**config.mk**
```make
export PLATFORM = sky130hd
export DESIGN_NAME = fc_wgt_tiler_flat
export DESIGN_NICKNAME = d
export VERILOG_FILES = /design/src/rtl/fc_wgt_tiler_if.sv /design/src/rtl/fc_wgt_tiler.sv /design/src/flat_wrapper.sv
export SDC_FILE = /design/constraint.sdc
export NUM_CORES = 1
export LEC_CHECK = 0
export ABC_AREA = 1
export ABC_CLOCK_PERIOD_IN_PS = 9350
export CAP_MARGIN = 25
export CORE_UTILIZATION = 55
export CTS_BUF_LIST = sky130_fd_sc_hd__clkbuf_4 sky130_fd_sc_hd__clkbuf_8 sky130_fd_sc_hd__clkbuf_16
export DETAILED_ROUTE_END_ITERATION = 6
export PLACE_DENSITY = 0.78
export SYNTH_ARGS = -nofsm -noshare
export SYNTH_HDL_FRONTEND = slang
export SYNTH_SLANG_ARGS = --single-unit
```
**constraint.sdc**
```tcl
create_clock -name clk2 -period 9.35 [get_ports clk2]
set_clock_uncertainty 0.15 [all_clocks]
set_input_delay 1.4025 -clock clk2 [delete_from_list [all_inputs] [get_ports clk2]]
set_output_delay 1.4025 -clock clk2 [all_outputs]
set_load 0.01 [all_outputs]
```
**src/rtl/fc_wgt_tiler_if.sv**
```systemverilog
// Serial weight input and tile output of the FC weight tiler.
// Pure wiring: no latency, no storage.
// in_valid/in_ready handshake on input; wgt_read_fc request / wgt_valid response on output.
interface fc_wgt_tiler_if #(
  parameter int WEIGHT_WIDTH = 16,
  parameter int TILING       = 8
);
  logic                           in_valid;
  logic                           in_ready;
  logic [WEIGHT_WIDTH-1:0]        in_data;
  logic                           wgt_read_fc;
  logic [TILING*WEIGHT_WIDTH-1:0] wgt_fc;
  logic                           wgt_valid;

  // Weight source and FC engine side
  modport master (
    output in_valid, in_data, wgt_read_fc,
    input  in_ready, wgt_fc, wgt_valid
  );

  // Tiler side
  modport slave (
    input  in_valid, in_data, wgt_read_fc,
    output in_ready, wgt_fc, wgt_valid
  );
endinterface

```
**src/rtl/fc_wgt_tiler.sv**
```systemverilog
// Packs TILING serial weights per tile into a DEPTH-entry FIFO and serves one tile per wgt_read_fc.
// Latency: tile appears on wgt_fc/wgt_valid one cycle after the accepted request.
// Backpressure: in_ready drops on the last word of a tile while the FIFO is full (registered state only).
// Optional macro FC_WGT_TILER_CHK_EN adds chk_sum, the XOR of every delivered tile.
module fc_wgt_tiler #(
  parameter int WEIGHT_WIDTH = 16,
  parameter int TILING       = 8,
  parameter int IN_FEATURE   = 2304,
  parameter int OUT_FEATURE  = 2048,
  parameter int DEPTH        = 4
) (
  input  logic                clk2,
  input  logic                rst_n,
  input  logic                start,
  fc_wgt_tiler_if.slave       bus,
  output logic                underrun,
  output logic                busy,
  output logic                done
`ifdef FC_WGT_TILER_CHK_EN
  ,
  output logic [TILING*WEIGHT_WIDTH-1:0] chk_sum
`endif
);

  localparam int TW          = TILING * WEIGHT_WIDTH;
  localparam int TOTAL_TILES = (IN_FEATURE * OUT_FEATURE) / TILING;
  localparam int IW          = (TILING > 1) ? $clog2(TILING) : 1;
  localparam int PW          = (DEPTH > 1) ? $clog2(DEPTH) : 1;
  localparam int CW          = $clog2(DEPTH + 1);

  // A layer whose weight count is not a whole number of tiles cannot be streamed.
  if (((IN_FEATURE * OUT_FEATURE) % TILING) != 0) begin : g_bad_tiling
    $error("fc_wgt_tiler: IN_FEATURE*OUT_FEATURE is not a multiple of TILING");
  end
  if (DEPTH < 2) begin : g_bad_depth
    $error("fc_wgt_tiler: DEPTH must be at least 2");
  end

  typedef enum logic [1:0] {
    S_IDLE  = 2'd0,
    S_RUN   = 2'd1,
    S_DRAIN = 2'd2
  } state_t;

  state_t          state_q, state_d;
  logic            in_ready_c;
  logic            done_d;

  logic [IW-1:0]   word_idx;
  logic [TW-1:0]   tile_buf;
  logic [TW-1:0]   pack_dat;
  logic [31:0]     tiles_in;
  logic [31:0]     tiles_out;

  logic [TW-1:0]   mem [DEPTH];
  logic [PW-1:0]   wr_ptr;
  logic [PW-1:0]   rd_ptr;
  logic [CW-1:0]   fifo_cnt;

  logic            last_word;
  logic            fifo_full;
  logic            fifo_empty;
  logic            in_xfer;
  logic            push;
  logic            pop;
  logic            clr;

  function automatic logic [PW-1:0] ptr_inc(input logic [PW-1:0] p);
    return (p == PW'(DEPTH - 1)) ? '0 : p + 1'b1;
  endfunction

  assign last_word  = (word_idx == IW'(TILING - 1));
  assign fifo_full  = (fifo_cnt == CW'(DEPTH));
  assign fifo_empty = (fifo_cnt == '0);
  assign in_xfer    = bus.in_valid && in_ready_c;
  assign push       = in_xfer && last_word;
  // An empty FIFO never serves, even when a tile is pushed in the same cycle.
  assign pop        = bus.wgt_read_fc && !fifo_empty;
  // Starting a layer from IDLE wipes everything left from the previous one.
  assign clr        = (state_q == S_IDLE) && start;

  assign bus.in_ready = in_ready_c;
  assign busy         = (state_q != S_IDLE);

  // State register
  always_ff @(posedge clk2 or negedge rst_n) begin
    if (!rst_n) state_q <= S_IDLE;
    else        state_q <= state_d;
  end

  // Next state, input readiness and end-of-layer detection
  always_comb begin
    state_d    = state_q;
    in_ready_c = 1'b0;
    done_d     = 1'b0;
    case (state_q)
      S_IDLE: begin
        if (start) state_d = S_RUN;
      end
      S_RUN: begin
        in_ready_c = !(last_word && fifo_full);
        if (push && (tiles_in == 32'(TOTAL_TILES - 1))) state_d = S_DRAIN;
      end
      S_DRAIN: begin
        if (pop && (tiles_out == 32'(TOTAL_TILES - 1))) begin
          state_d = S_IDLE;
          done_d  = 1'b1;
        end
      end
      default: state_d = S_IDLE;
    endcase
  end

  // Current tile with the incoming word dropped into its lane (word 0 in the LSBs)
  always_comb begin
    pack_dat = tile_buf;
    for (int k = 0; k < TILING; k++) begin
      if (word_idx == IW'(k)) pack_dat[k*WEIGHT_WIDTH +: WEIGHT_WIDTH] = bus.in_data;
    end
  end

  // Packer: word index, partial tile and tiles-in counter
  always_ff @(posedge clk2 or negedge rst_n) begin
    if (!rst_n) begin
      word_idx <= '0;
      tile_buf <= '0;
      tiles_in <= '0;
    end else if (clr) begin
      word_idx <= '0;
      tile_buf <= '0;
      tiles_in <= '0;
    end else if (in_xfer) begin
      tile_buf <= pack_dat;
      if (last_word) begin
        word_idx <= '0;
        tiles_in <= tiles_in + 32'd1;
      end else begin
        word_idx <= word_idx + 1'b1;
      end
    end
  end

  // Tile storage; contents are qualified by the pointers and count, so no reset is needed
  always_ff @(posedge clk2) begin
    if (push) mem[wr_ptr] <= pack_dat;
  end

  // FIFO pointers and occupancy
  always_ff @(posedge clk2 or negedge rst_n) begin
    if (!rst_n) begin
      wr_ptr   <= '0;
      rd_ptr   <= '0;
      fifo_cnt <= '0;
    end else if (clr) begin
      wr_ptr   <= '0;
      rd_ptr   <= '0;
      fifo_cnt <= '0;
    end else begin
      if (push) wr_ptr <= ptr_inc(wr_ptr);
      if (pop)  rd_ptr <= ptr_inc(rd_ptr);
      fifo_cnt <= fifo_cnt + CW'(push) - CW'(pop);
    end
  end

  // Consumer: registered tile output, delivery counter, sticky underrun and done pulse
  always_ff @(posedge clk2 or negedge rst_n) begin
    if (!rst_n) begin
      bus.wgt_fc    <= '0;
      bus.wgt_valid <= 1'b0;
      tiles_out     <= '0;
      underrun      <= 1'b0;
      done          <= 1'b0;
    end else begin
      bus.wgt_fc    <= pop ? mem[rd_ptr] : '0;
      bus.wgt_valid <= pop;
      done          <= done_d;
      if (clr) begin
        tiles_out <= '0;
        underrun  <= 1'b0;
      end else begin
        if (pop) tiles_out <= tiles_out + 32'd1;
        if (bus.wgt_read_fc && fifo_empty) underrun <= 1'b1;
      end
    end
  end

`ifdef FC_WGT_TILER_CHK_EN
  // Running XOR of delivered tiles, updated alongside wgt_valid
  always_ff @(posedge clk2 or negedge rst_n) begin
    if (!rst_n)   chk_sum <= '0;
    else if (clr) chk_sum <= '0;
    else if (pop) chk_sum <= chk_sum ^ mem[rd_ptr];
  end
`endif

endmodule
```
**src/flat_wrapper.sv**
```systemverilog
// flat-port wrapper written by rule: the top's interface ports become plain ports
module fc_wgt_tiler_flat 
#(
  parameter int WEIGHT_WIDTH = 16,
  parameter int TILING       = 8,
  parameter int IN_FEATURE   = 2304,
  parameter int OUT_FEATURE  = 2048,
  parameter int DEPTH        = 4
)
  (clk2, rst_n, start, underrun, busy, done, bus_in_valid, bus_in_data, bus_wgt_read_fc, bus_in_ready, bus_wgt_fc, bus_wgt_valid);
  fc_wgt_tiler_if #(.WEIGHT_WIDTH(WEIGHT_WIDTH), .TILING(TILING)) bus_i ();
  input  logic clk2;
  input  logic rst_n;
  input  logic start;
  output logic underrun;
  output logic busy;
  output logic done;
  input wire logic [$bits(bus_i.in_valid)-1:0] bus_in_valid;
  input wire logic [$bits(bus_i.in_data)-1:0] bus_in_data;
  input wire logic [$bits(bus_i.wgt_read_fc)-1:0] bus_wgt_read_fc;
  output wire logic [$bits(bus_i.in_ready)-1:0] bus_in_ready;
  output wire logic [$bits(bus_i.wgt_fc)-1:0] bus_wgt_fc;
  output wire logic [$bits(bus_i.wgt_valid)-1:0] bus_wgt_valid;
  assign bus_i.in_valid = bus_in_valid;
  assign bus_i.in_data = bus_in_data;
  assign bus_i.wgt_read_fc = bus_wgt_read_fc;
  assign bus_in_ready = bus_i.in_ready;
  assign bus_wgt_fc = bus_i.wgt_fc;
  assign bus_wgt_valid = bus_i.wgt_valid;
  fc_wgt_tiler #(.WEIGHT_WIDTH(WEIGHT_WIDTH), .TILING(TILING), .IN_FEATURE(IN_FEATURE), .OUT_FEATURE(OUT_FEATURE), .DEPTH(DEPTH)) u_core (.clk2(clk2), .rst_n(rst_n), .start(start), .bus(bus_i), .underrun(underrun), .busy(busy), .done(done));
endmodule
```
# ---- Yosys cells after proc, flatten, opt, wreduce, memory -nomap -nowiden
# Memories as Yosys holds them, arrays and structs flattened.
# Cells that the tools add are included.
dict set report classes {
  add_sub_neg 7
  eq_ne 17
  muxes 37
  reduce_logical 21
}
# op n
set op_table {}
lappend op_table {{two-way mux 128 bit} 3}
lappend op_table {{two-way mux 32 bit} 5}
lappend op_table {{two-way mux 16 bit} 8}
lappend op_table {{adder 32 x 1 -> 32 bit, second input constant} 2}
lappend op_table {{== test 32 x 20 -> 1 bit, second input constant} 2}
lappend op_table {{two-way mux 2 bit} 9}
lappend op_table {{== test 3 bit, second input constant} 5}
lappend op_table {{two-way mux 3 bit} 4}
lappend op_table {{nonzero test 2 bit} 6}
lappend op_table {{logical AND 1 bit} 8}
lappend op_table {{two-way mux 1 bit} 7}
lappend op_table {{== test 2 bit, second input constant} 3}
lappend op_table {{== test 3 x 2 -> 1 bit, second input constant} 2}
lappend op_table {{logical NOT 3 bit} 2}
lappend op_table {{one-hot mux 2 bit (3 select lines)} 1}
lappend op_table {{adder 2 x 1 -> 2 bit, second input constant} 2}
lappend op_table {{inequality test 2 x 1 -> 1 bit, second input constant} 2}
lappend op_table {{adder 3 x 1 -> 3 bit} 1}
lappend op_table {{adder 3 x 1 -> 3 bit, second input constant} 1}
lappend op_table {{== test 3 x 1 -> 1 bit, second input constant} 1}
lappend op_table {{AND reduction 3 bit} 1}
lappend op_table {{subtractor 3 x 1 -> 3 bit} 1}
lappend op_table {{== test 2 x 1 -> 1 bit, second input constant} 1}
lappend op_table {{logical NOT 1 bit} 2}
lappend op_table {{other kinds (3)} 3}
dict set report totals {
  regBits 335
  ram_bits 512
  in_bits 21
  out_inout_bits 133
  mem_count 1
}
# name depth width read_ports rd_clocked_by_memory_dff wr line
set memory_table {}
lappend memory_table {u_core.mem 4 128 1 0 1 fc_wgt_tiler.sv:55} ;# logic [TW-1:0] mem [DEPTH];

# ---- Depth between registers and ports, before layout
# Gate-level depths: netlist of the first run.
dict set report logic_depth {
  depth_word 9
  mapped_depth 12
  ltp_nobuf 11
}

# ---- Least setup slack after synthesis of the first run
# No wires, ideal clock.
dict set report synth_timing {
  path_type {input port to flip-flop}
  start {input bus_in_valid}
  end {memory u_core.mem[0][0] (netlist bit) (enable)}
  setup_time_ns 0.617
  arrival_ns 6.996
  required_ns 8.583
  path_slack_ns 1.587
  path_stages 2
  path_buffers 0
  cell_sequence {nand4_2 nor2_1}
}
dict set report synth_between {
  elab_chain_cells 4
}
# element line
set synth_lines {}
lappend synth_lines {{start, declared} flat_wrapper.sv:18} ;# input wire logic [$bits(bus_i.in_valid)-1:0] bus_in_valid;
lappend synth_lines {{logical AND 1 bit} fc_wgt_tiler.sv:75} ;# assign in_xfer = bus.in_valid && in_ready_c;
lappend synth_lines {{logical AND 1 bit} fc_wgt_tiler.sv:76} ;# assign push = in_xfer && last_word;
lappend synth_lines {{two-way mux 1 bit} fc_wgt_tiler.sv:145} ;# if (push) mem[wr_ptr] <= pack_dat;
lappend synth_lines {{two-way mux 1 bit (not written as such)} fc_wgt_tiler.sv:145}
lappend synth_lines {{end, declared} fc_wgt_tiler.sv:55}
# Every way passes these cells.

# ---- Worst setup path in the final report of the first run
dict set report layout_timing {
  start {input bus_in_valid}
  end {memory u_core.mem[1][19] (netlist bit) (enable)}
}
# Same word-level chain as after synthesis.

==> results.sh, run 1 <==
export IMPL_min_path_type="flop to flop"
export IMPL_io_buffers=153
export IMPL_syn_area_um2=34400
export IMPL_synth_area_leaders="edfxtp_1 45%, dfrtp_1 24%, nor2_1 7.2%"
export IMPL_nFillCells=4586
export IMPL_vias=23600
export IMPL_synthSimpleGateAreaFrac=0.143
export IMPL_required_ps=9420
export IMPL_synth_top_cell_by_area="edfxtp_1"
export IMPL_synthesis_instances=3222
export IMPL_critPathLaunch="bus_in_valid"
export IMPL_dr_pass1_iters=6
export IMPL_worstSetupPathType="primary input to flop"
export IMPL_antenna_found_initial=3
export IMPL_nets=3358
export IMPL_cts_made_buffers=84
export IMPL_synth_top_family_by_area="simple AND/OR/NAND/NOR gates"
export IMPL_cts_buffer_depth=3
export IMPL_post_cts_buffers=0
export IMPL_start_util=0.557
export IMPL_synth_ff_type="edfxtp_1"
export IMPL_tns_ps=0
export IMPL_synthMuxAreaShare=0
export IMPL_path_delay_family="buffers and inverters"
export IMPL_min_period_ps=4310
export IMPL_cp_cell_sequence="clkdlybuf4s50_1 -> nand4_2 -> nor2_4 -> buf_4 -> buf_4"
export IMPL_synth_top_area_share=0.446
export IMPL_synth_adder_area_share=0.00603
export IMPL_dp_cells=4070
export IMPL_route_detailed_drc=0
export IMPL_synth_commonest_cells="660 x nor2_1, 512 x edfxtp_1, 504 x nand2_1"
export IMPL_dieHeight_um=252
export IMPL_fin_cells=4230
export IMPL_cts_tree="done"
export IMPL_cpMostUsedCell="buf_4"
export IMPL_cts_resized_gates=0
export IMPL_wire_per_inst_um=19.2
export IMPL_grt_max_degree=137
export IMPL_hold_viol_final=0
export IMPL_ys_seq_elements=847
export IMPL_worstMarginPinSlew_ps=1100
export IMPL_drive_gt1_frac=0.0879
export IMPL_via_per_inst=5.58
export IMPL_post_synth_top_count_cell="nor2_1"
export IMPL_dp_hpwl_um=45000
export IMPL_cp_arrival_ps=4390
export IMPL_htreeDepth=3
export IMPL_reg2reg_setup_slack_ps=5240
export IMPL_syn_avg_cell_area_um2=10.7
export IMPL_cp_num_buf_inv=3
export IMPL_r2r_end="u_core.mem[1][19]$_DFFE_PP_"
export IMPL_coreArea_um2=61800
export IMPL_synthesis_nets=3259
export IMPL_ys_types=32
export IMPL_slew_headroom=0.266
export IMPL_worstRegToRegCells=7
export IMPL_num_rows=91
export IMPL_die_w_um=252
export IMPL_status="finished, final reports clean"
export IMPL_clock_latency_ps=630
export IMPL_powerDensity_nw_per_um2=303
export IMPL_rsz0062_at_grt="false"
export IMPL_synth_yosys_warnings=0
export IMPL_grt_pass1_wl_um=127000
export IMPL_cpMaxStageDelayCell="buf_4"
export IMPL_io_pins=154
export IMPL_yosysSeqAreaShare=0.690
export IMPL_gp_congestion=0.944
export IMPL_drv_cap=0
export IMPL_ir_drop_v=0.000195
export IMPL_crit_fanout=66
export IMPL_setup_viol=0
export IMPL_crit_cells=5
export IMPL_routed_wl_um=81300
export IMPL_r2r_start="u_core.word_idx[0]$_DFFE_PN0P_"
export IMPL_cts_root_buf="clkbuf_16"
export IMPL_maxSlewViolCount=0
export IMPL_dieArea_um2=63600
export IMPL_ant_nets=0
export IMPL_drtIter0Drc=2464
export IMPL_whs_path_depth=1
export IMPL_track_usage=0.259
export IMPL_cp_start_kind="primary input"
export IMPL_fin_crit_sh=0.461
export IMPL_critPathMaxStageDelay_ps=960
export IMPL_synth_compound_area_share=0.112
export IMPL_cts_sinks=847
export IMPL_endpoint_kind="flop"
export IMPL_first_global_vias=22900
export IMPL_cellLeakagePower_nw=15.3
export IMPL_crit_end="u_core.mem[1][19]$_DFFE_PP_"
export IMPL_max_freq_mhz=232
export IMPL_ctsHoldBuffers=0
export IMPL_synth_xor_area_share=0.00203
export IMPL_async_flop_share=0.396
export IMPL_area_growth_pct=14.9
export IMPL_gr_total_overflow=0
export IMPL_clk_pin_slew_ps=60
export IMPL_synth_edf_count=512
==> through the flow <==
stage	cell area [µm²]	worst slack, ps	power [mW]	hold slack [ps]	util
floorplan	34400	1590	7.14	305	-
global placement	36500	4460	8.29	331	0.591
detailed placement	36600	4420	8.42	336	0.591
CTS	39500	5080	12.0	346	0.639
global route	39600	4950	12.6	360	0.640
finish	39600	5040	12.0	348	0.640
==> cells in the final DEF, fill, tap and decap left out, types with 2 or more instances in the layout <==
cell type	netlist	final
a21oi_1	147	147
a31oi_1	2	2
and2_1	2	2
buf_12	0	2
buf_16	0	3
buf_4	0	22
bufinv_16	0	9
clkbuf_16	0	87
clkbuf_4	0	22
clkbuf_8	0	12
clkdlybuf4s50_1	0	152
clkinv_1	1	7
clkinv_2	0	9
clkinv_4	0	2
clkinvlp_4	0	4
dfrtp_1	335	333
dfrtp_4	0	2
diode_2	0	2
edfxtp_1	512	512
ha_1	15	15
inv_1	224	223
inv_2	3	2
inv_6	0	4
nand2_1	504	502
nand2_2	1	2
nand3_1	44	44
nand4_1	31	31
nor2_1	660	656
nor2_2	3	3
nor2_4	1	5
nor3_1	13	13
o21ai_0	441	441
o21ai_2	100	100
o31ai_1	2	2
xnor2_1	2	2
xor2_1	6	6
==> sequential cells by signal, indices dropped and copies added (netlist names), 2 cells and up <==
name / count
u_core.state_q: 2
u_core.bus.wgt_fc: 128
u_core.tiles_in: 32
u_core.tiles_out: 32
u_core.word_idx: 3
u_core.rd_ptr: 2
u_core.tile_buf: 128
u_core.mem: 512
u_core.wr_ptr: 2
u_core.fifo_cnt: 3
==> per-layer routing <==
| layer | global-route usage | vias to the layer above | part of all wire |
|---|---|---|---|
| met1 | 0.361 | 11500 | 0.42 |
| met2 | 0.415 | 973 | 0.48 |
| met4 | 0.0942 | 0 | 0.027 |
| li1 | - | 11000 | - |
| met5 | 0 | - | 0 |
| met3 | 0.0383 | 130 | 0.077 |
==> layout make-up <==
type,count,area (µm²),share of cell area
multi-input cells,1980,9110,0.230
well taps,837,1050,0.0265
repair buffers,180,1820,0.0461
clock inverters,35,448,0.0113
inverters,228,863,0.0218
clock buffers,121,2510,0.0634
diodes,2,5.00,0.000126
flip-flops and latches,847,23800,0.601
==> power by group <==
group,switching (mW),internal [mW],leakage (nW)
Sequential,0.342,4.84,9.13
Combinational,2.15,1.11,4.69
Clock,1.41,2.13,1.47
Total,3.90,8.07,15.3
==> worst register-to-register path, delay by kind of cell, from the launching register on <==
kind          cells  cell delay, ps
fa+ha+maj         2             340
simple gates      2             620
flops             1             400
buf+inv           3            2140
==> cells by family (layout without fill, tap and decap cells) <==
family / count (synthesis) / count (layout)
compound gates: 693 / 693
xor+xnor: 8 / 8
buf+inv: 395 / 564
simple gates: 1263 / 1263
other cells: 0 / 2
flops: 847 / 847
fa+ha+maj: 16 / 16
==> worst min path at each step <==
stage	slack, ps	endpoint	from
after global placement	330	u_core.tiles_out[2]$_DFFE_PN0P_	u_core.tiles_out[2]$_DFFE_PN0P_
after floorplan	310	u_core.tiles_out[2]$_DFFE_PN0P_	u_core.tiles_out[2]$_DFFE_PN0P_
final	350	u_core.tiles_out[2]$_DFFE_PN0P_	u_core.tiles_out[2]$_DFFE_PN0P_
after CTS	350	u_core.tiles_out[2]$_DFFE_PN0P_	u_core.tiles_out[2]$_DFFE_PN0P_
after global routing	360	u_core.tiles_out[2]$_DFFE_PN0P_	u_core.tiles_out[2]$_DFFE_PN0P_
after detailed placement	340	u_core.tiles_out[2]$_DFFE_PN0P_	u_core.tiles_out[2]$_DFFE_PN0P_
Power figures use the tool's default switching activity.
==> run 2, diff against run 1 <==
- ABC_CLOCK_PERIOD_IN_PS: 9350 -> 3500
- CORE_UTILIZATION: 55 -> 54
- PLACE_DENSITY: 0.78 -> 0.79
- clock period: 9.35 -> 3.5 ns (I/O delays scaled with it)
==> run 2 against run 1 <==
Net effect: final cell count up 0.69%; cell area up 0.88%; wire length up 1.7%; sequential share of layout area down 0.52 points; highest routed layer unchanged; largest cell class unchanged; largest power group unchanged.
==> results.sh, run 2 (synthesis gave the netlist of run 1 again) <==
export IMPL_status="finished, final reports clean"
export IMPL_htreeDepth=3
export IMPL_cp_arrival_ps=2510
export IMPL_top_register="u_core.mem"
export IMPL_drtIter0Drc=2527
export IMPL_p_switching_mw=10.6
export IMPL_vias=23500
export IMPL_fin_cells=4259
export IMPL_worstMarginPinSlew_ps=1090
export IMPL_start_util=0.546
export IMPL_area_growth_pct=15.9
export IMPL_powerDensity_nw_per_um2=800
export IMPL_min_path_type="primary input to asynchronous set/reset pin"
export IMPL_gp_congestion=0.915
export IMPL_grt_max_degree=184
export IMPL_route_detailed_drc=0
export IMPL_routed_wl_um=82600
export IMPL_p_sw_frac=0.330
export IMPL_dieHeight_um=255
export IMPL_min_period_ps=3180
export IMPL_worstSetupPathType="flop to primary output"
export IMPL_busiest_layer="met2"
export IMPL_endpoint_kind="primary output"
export IMPL_coreArea_um2=63100
export IMPL_io_buffers=153
export IMPL_clock_latency_ps=650
export IMPL_layout_commonest_cell="nor2_1"
export IMPL_dieArea_um2=64800
export IMPL_cts_sinks=847
export IMPL_clk_pin_slew_ps=60
export IMPL_rsz0062_at_grt="false"
export IMPL_maxSlewViolCount=0
export IMPL_dr_pass1_iters=6
export IMPL_gr_total_overflow=0
export IMPL_cp_start_kind="flop"
export IMPL_pwr_share_comb=0.283
export IMPL_dp_hpwl_um=46400
export IMPL_reg2reg_setup_slack_ps=740
export IMPL_ant_nets=0
export IMPL_fin_area_um2=39900
export IMPL_drive_gt1_frac=0.0935
export IMPL_nFillCells=4687
export IMPL_cts_made_buffers=85
export IMPL_largest_reg_flops=512
export IMPL_slew_headroom=0.272
export IMPL_layout_common_cells="656 x nor2_1, 512 x edfxtp_1, 502 x nand2_1, 441 x o21ai_0, 333 x dfrtp_1"
export IMPL_io_pins=154
export IMPL_setup_viol=0
export IMPL_die_w_um=255
export IMPL_pwr_share_clk=0.289
export IMPL_totalPowerFinal_mw=31.9
export IMPL_place_area_um2=36900
export IMPL_fin_crit_sh=0.909
export IMPL_antenna_found_initial=1
export IMPL_cellLeakagePower_nw=15.4
export IMPL_cts_root_buf="clkbuf_16"
export IMPL_use_met3=0.0402
export IMPL_drv_cap=0
export IMPL_p_int_mw=21.4
export IMPL_crit_fanout=34
export IMPL_first_global_vias=22500
export IMPL_dp_cells=4096
export IMPL_via_per_inst=5.53
export IMPL_ir_drop_v=0.000669
export IMPL_nets=3379
export IMPL_cts_buffer_depth=3
export IMPL_top_regs="u_core.mem (512), u_core.bus.wgt_fc (128), u_core.tile_buf (128)"
export IMPL_grt_pass1_wl_um=128000
export IMPL_cts_tree="done"
export IMPL_wire_per_inst_um=19.4
export IMPL_use_met1=0.357
export IMPL_max_freq_mhz=314
export IMPL_track_usage=0.260
export IMPL_hold_viol_final=0
export IMPL_seqPwrFrac=0.429
export IMPL_grtUsageMet2=0.421
export IMPL_num_rows=92
export IMPL_required_ps=2820
-- run 2: path summary, 6_finish.rpt --
kind,startpoint,endpoint,cells after the start
setup / recovery,u_core.word_idx[0]$_DFFE_PN0P_,bus_in_ready,5
hold / removal,rst_n,u_core.bus.wgt_fc[122]$_DFF_PN0_,2
setup reg to reg,u_core.word_idx[0]$_DFFE_PN0P_,u_core.mem[0][79]$_DFFE_PP_,5
hold reg to reg,u_core.tiles_out[2]$_DFFE_PN0P_,u_core.tiles_out[2]$_DFFE_PN0P_,1
max in group asynchronous,rst_n,u_core.rd_ptr[1]$_DFFE_PN0P_,3
min in group clk2,u_core.tiles_out[2]$_DFFE_PN0P_,u_core.tiles_out[2]$_DFFE_PN0P_,1
-- run 2: power by group through the flow --
stage | Combinational (mW) | Clock, mW | Sequential [mW]
floorplan | 5.23 | 0 | 13.9
global placement | 8.54 | 0 | 13.8
detailed placement | 8.83 | 0 | 13.8
CTS | 8.95 | 9.33 | 13.7
global route | 9.96 | 9.71 | 13.8
finish | 9.03 | 9.23 | 13.7
-- run 2: routing by layer --
| metal | vias to the layer above | part of all wire |
|---|---|---|
| li1 | 11000 | - |
| met1 | 11400 | 0.40 |
| met2 | 977 | 0.49 |
| met3 | 141 | 0.079 |
| met4 | 0 | 0.028 |
| met5 | - | 0 |
-- run 2: area by class of cell --
type	instances	area (µm²)	area share
antenna	1	2.50	0.0000627
timing repair buffer	200	2210	0.0554
tap	846	1060	0.0265
clock inverter	33	367	0.00918
clock buffer	124	2520	0.0631
inverter	228	863	0.0216
multi-input combinational	1980	9130	0.229
sequential	847	23800	0.595
-- run 2: metrics by stage --
stage                     TNS, ps  setup WS (ps)  hold WS (ps)  utilization
after CTS                       0            304           275        0.631
after global routing            0            200           296        0.633
after global placement          0            780           317        0.585
final                           0            319           284        0.633
after detailed placement        0            763           321        0.585
after floorplan             -2840          -22.2          79.4            -
-- run 2: timing repair --
item,CTS,global route
buffers inserted,0,0
hold endpoints to repair,42,0
hold buffers,1,0
endpoints found under the setup margin,0,0
gates resized for setup,0,0
-- run 2: worst max-delay path: stages (launching register included) --
cell and delay, ps:
dfrtp_1 390, ha_2 230, ha_4 410, nand3_1 170, and2_1 180, clkdlybuf4s50_1 470
==> run 3, diff against run 2 <==
- CAP_MARGIN: 25 -> 15
- SLEW_MARGIN: unset -> 20
==> run 3 against run 2 <==
Net effect: sequential power hardly changed; highest routed layer unchanged; maximum frequency is 0.46% higher; count of clock-buffer cells in the layout stayed put.
==> results.sh, run 3 (synthesis gave the netlist of run 1 again) <==
export IMPL_fin_area_um2=39800
export IMPL_max_freq_mhz=316
export IMPL_ant_nets=0
export IMPL_top_regs="u_core.mem (512), u_core.bus.wgt_fc (128), u_core.tile_buf (128)"
export IMPL_grt_pass1_wl_um=128000
export IMPL_pre_cts_ws_ps=763
export IMPL_required_ps=2820
export IMPL_cts_tree="done"
export IMPL_drive_gt1_frac=0.0924
export IMPL_cts_made_buffers=85
export IMPL_fin_ws_ps=333
export IMPL_powerDensity_nw_per_um2=801
export IMPL_drv_cap=0
export IMPL_dp_hpwl_um=46400
export IMPL_worstSetupPathType="flop to primary output"
export IMPL_cp_start_kind="flop"
export IMPL_clock_latency_ps=650
export IMPL_via_per_inst=5.55
export IMPL_cpMaxStageDelayCell="clkdlybuf4s50_1"
export IMPL_clk_pin_slew_ps=60
export IMPL_fin_crit_sh=0.905
export IMPL_fin_cells=4254
export IMPL_dp_cells=4096
export IMPL_ir_drop_v=0.000668
export IMPL_worstMarginPinSlew_ps=1140
export IMPL_layout_common_cells="656 x nor2_1, 512 x edfxtp_1, 502 x nand2_1, 441 x o21ai_0, 333 x dfrtp_1"
export IMPL_place_area_um2=36900
export IMPL_post_cts_buffers=0
export IMPL_route_detailed_drc=0
export IMPL_drtIter0Drc=2520
export IMPL_wire_per_inst_um=19.4
export IMPL_endpoint_kind="primary output"
export IMPL_rsz0062_at_grt="false"
export IMPL_grt_max_degree=184
export IMPL_top_register="u_core.mem"
export IMPL_largest_reg_flops=512
export IMPL_critPathMaxStageDelay_ps=470
export IMPL_grtUsageMet2=0.421
export IMPL_tns_ps=0
export IMPL_htreeDepth=3
export IMPL_area_growth_pct=15.6
export IMPL_antenna_found_initial=1
export IMPL_dieArea_um2=64800
export IMPL_min_path_type="primary input to asynchronous set/reset pin"
export IMPL_antenna_cells=0
export IMPL_coreArea_um2=63100
export IMPL_vias=23600
export IMPL_cts_sinks=847
export IMPL_io_buffers=153
export IMPL_gp_congestion=0.915
export IMPL_hold_viol_final=0
export IMPL_first_global_vias=22500
export IMPL_die_w_um=255
export IMPL_io_pins=154
export IMPL_layout_commonest_cell="nor2_1"
export IMPL_totalPowerFinal_mw=31.9
export IMPL_cts_root_buf="clkbuf_16"
export IMPL_status="finished, final reports clean"
export IMPL_r2r_start="u_core.word_idx[0]$_DFFE_PN0P_"
export IMPL_min_period_ps=3170
export IMPL_r2r_end="u_core.tile_buf[111]$_DFFE_PN0P_"
export IMPL_cts_buffer_depth=3
export IMPL_dr_pass1_iters=5
export IMPL_use_met3=0.0402
export IMPL_setup_viol=0
export IMPL_busiest_layer="met2"
export IMPL_track_usage=0.260
export IMPL_reg2reg_setup_slack_ps=720
export IMPL_routed_wl_um=82500
export IMPL_cp_arrival_ps=2490
export IMPL_num_rows=92
export IMPL_cp_cell_sequence="ha_2 -> ha_4 -> nand3_1 -> and2_1 -> clkdlybuf4s50_1"
export IMPL_start_util=0.546
export IMPL_cellLeakagePower_nw=15.4
export IMPL_maxSlewViolCount=0
export IMPL_dieHeight_um=255
export IMPL_worstRegToRegCells=6
export IMPL_gr_total_overflow=0
export IMPL_crit_fanout=34
export IMPL_nets=3375
export IMPL_use_met1=0.357
export IMPL_cts_resized_gates=0
export IMPL_slew_headroom=0.239
-- run 3: report_power, final --
| group | total [mW] | switching (mW) | internal, mW |
|---|---|---|---|
| Sequential | 13.7 | 0.767 | 12.9 |
| Combinational | 8.95 | 5.95 | 3.00 |
| Clock | 9.24 | 3.82 | 5.41 |
| Total | 31.9 | 10.5 | 21.3 |
-- run 3: critical path: cells and delay by family (launching register included) --
family        cells  cell delay (ps)
fa+ha+maj         2              630
buf+inv           1              470
flops             1              380
simple gates      2              340
-- run 3: through the flow --
stage | util | hold WS, ps
finish | 0.631 | 280
global route | 0.631 | 301
CTS | 0.631 | 275
detailed placement | 0.585 | 321
global placement | 0.585 | 317
floorplan | - | 79.4
-- run 3: how the worst max path moves through the flow --
stage                              startpoint                          end  slack [ps]  depth (start not counted)
4_1_cts        u_core.word_idx[0]$_DFFE_PN0P_                 bus_in_ready         300                          5
3_5_place_dp                     bus_in_valid  u_core.mem[0][79]$_DFFE_PP_         760                          4
5_1_grt        u_core.word_idx[0]$_DFFE_PN0P_                 bus_in_ready         210                          5
2_1_floorplan  u_core.word_idx[1]$_DFFE_PN0P_   u_core.mem[0][0]$_DFFE_PP_         -20                          5
3_3_place_gp                     bus_in_valid  u_core.mem[0][94]$_DFFE_PP_         780                          4
6_report       u_core.word_idx[1]$_DFFE_PN0P_                 bus_in_ready         330                          5
-- run 3: area by class of cell --
type | instances | area [µm²]
sequential | 847 | 23800
inverter | 228 | 863
fill | 4705 | 23300
multi-input combinational | 1980 | 9130
clock inverter | 33 | 367
tap | 846 | 1060
timing repair buffer | 196 | 2110
clock buffer | 124 | 2520
-- run 3: layer usage --
| metal | share of wire | vias to the layer above |
|---|---|---|
| li1 | - | 11000 |
| met2 | 0.49 | 1044 |
| met3 | 0.081 | 144 |
| met4 | 0.030 | 0 |
| met5 | 0 | - |
| met1 | 0.40 | 11400 |
-- run 3: what timing repair did --
item	in CTS	in global routing
hold endpoints to repair	42	0
endpoints found under the setup margin	0	0
hold buffers	1	0
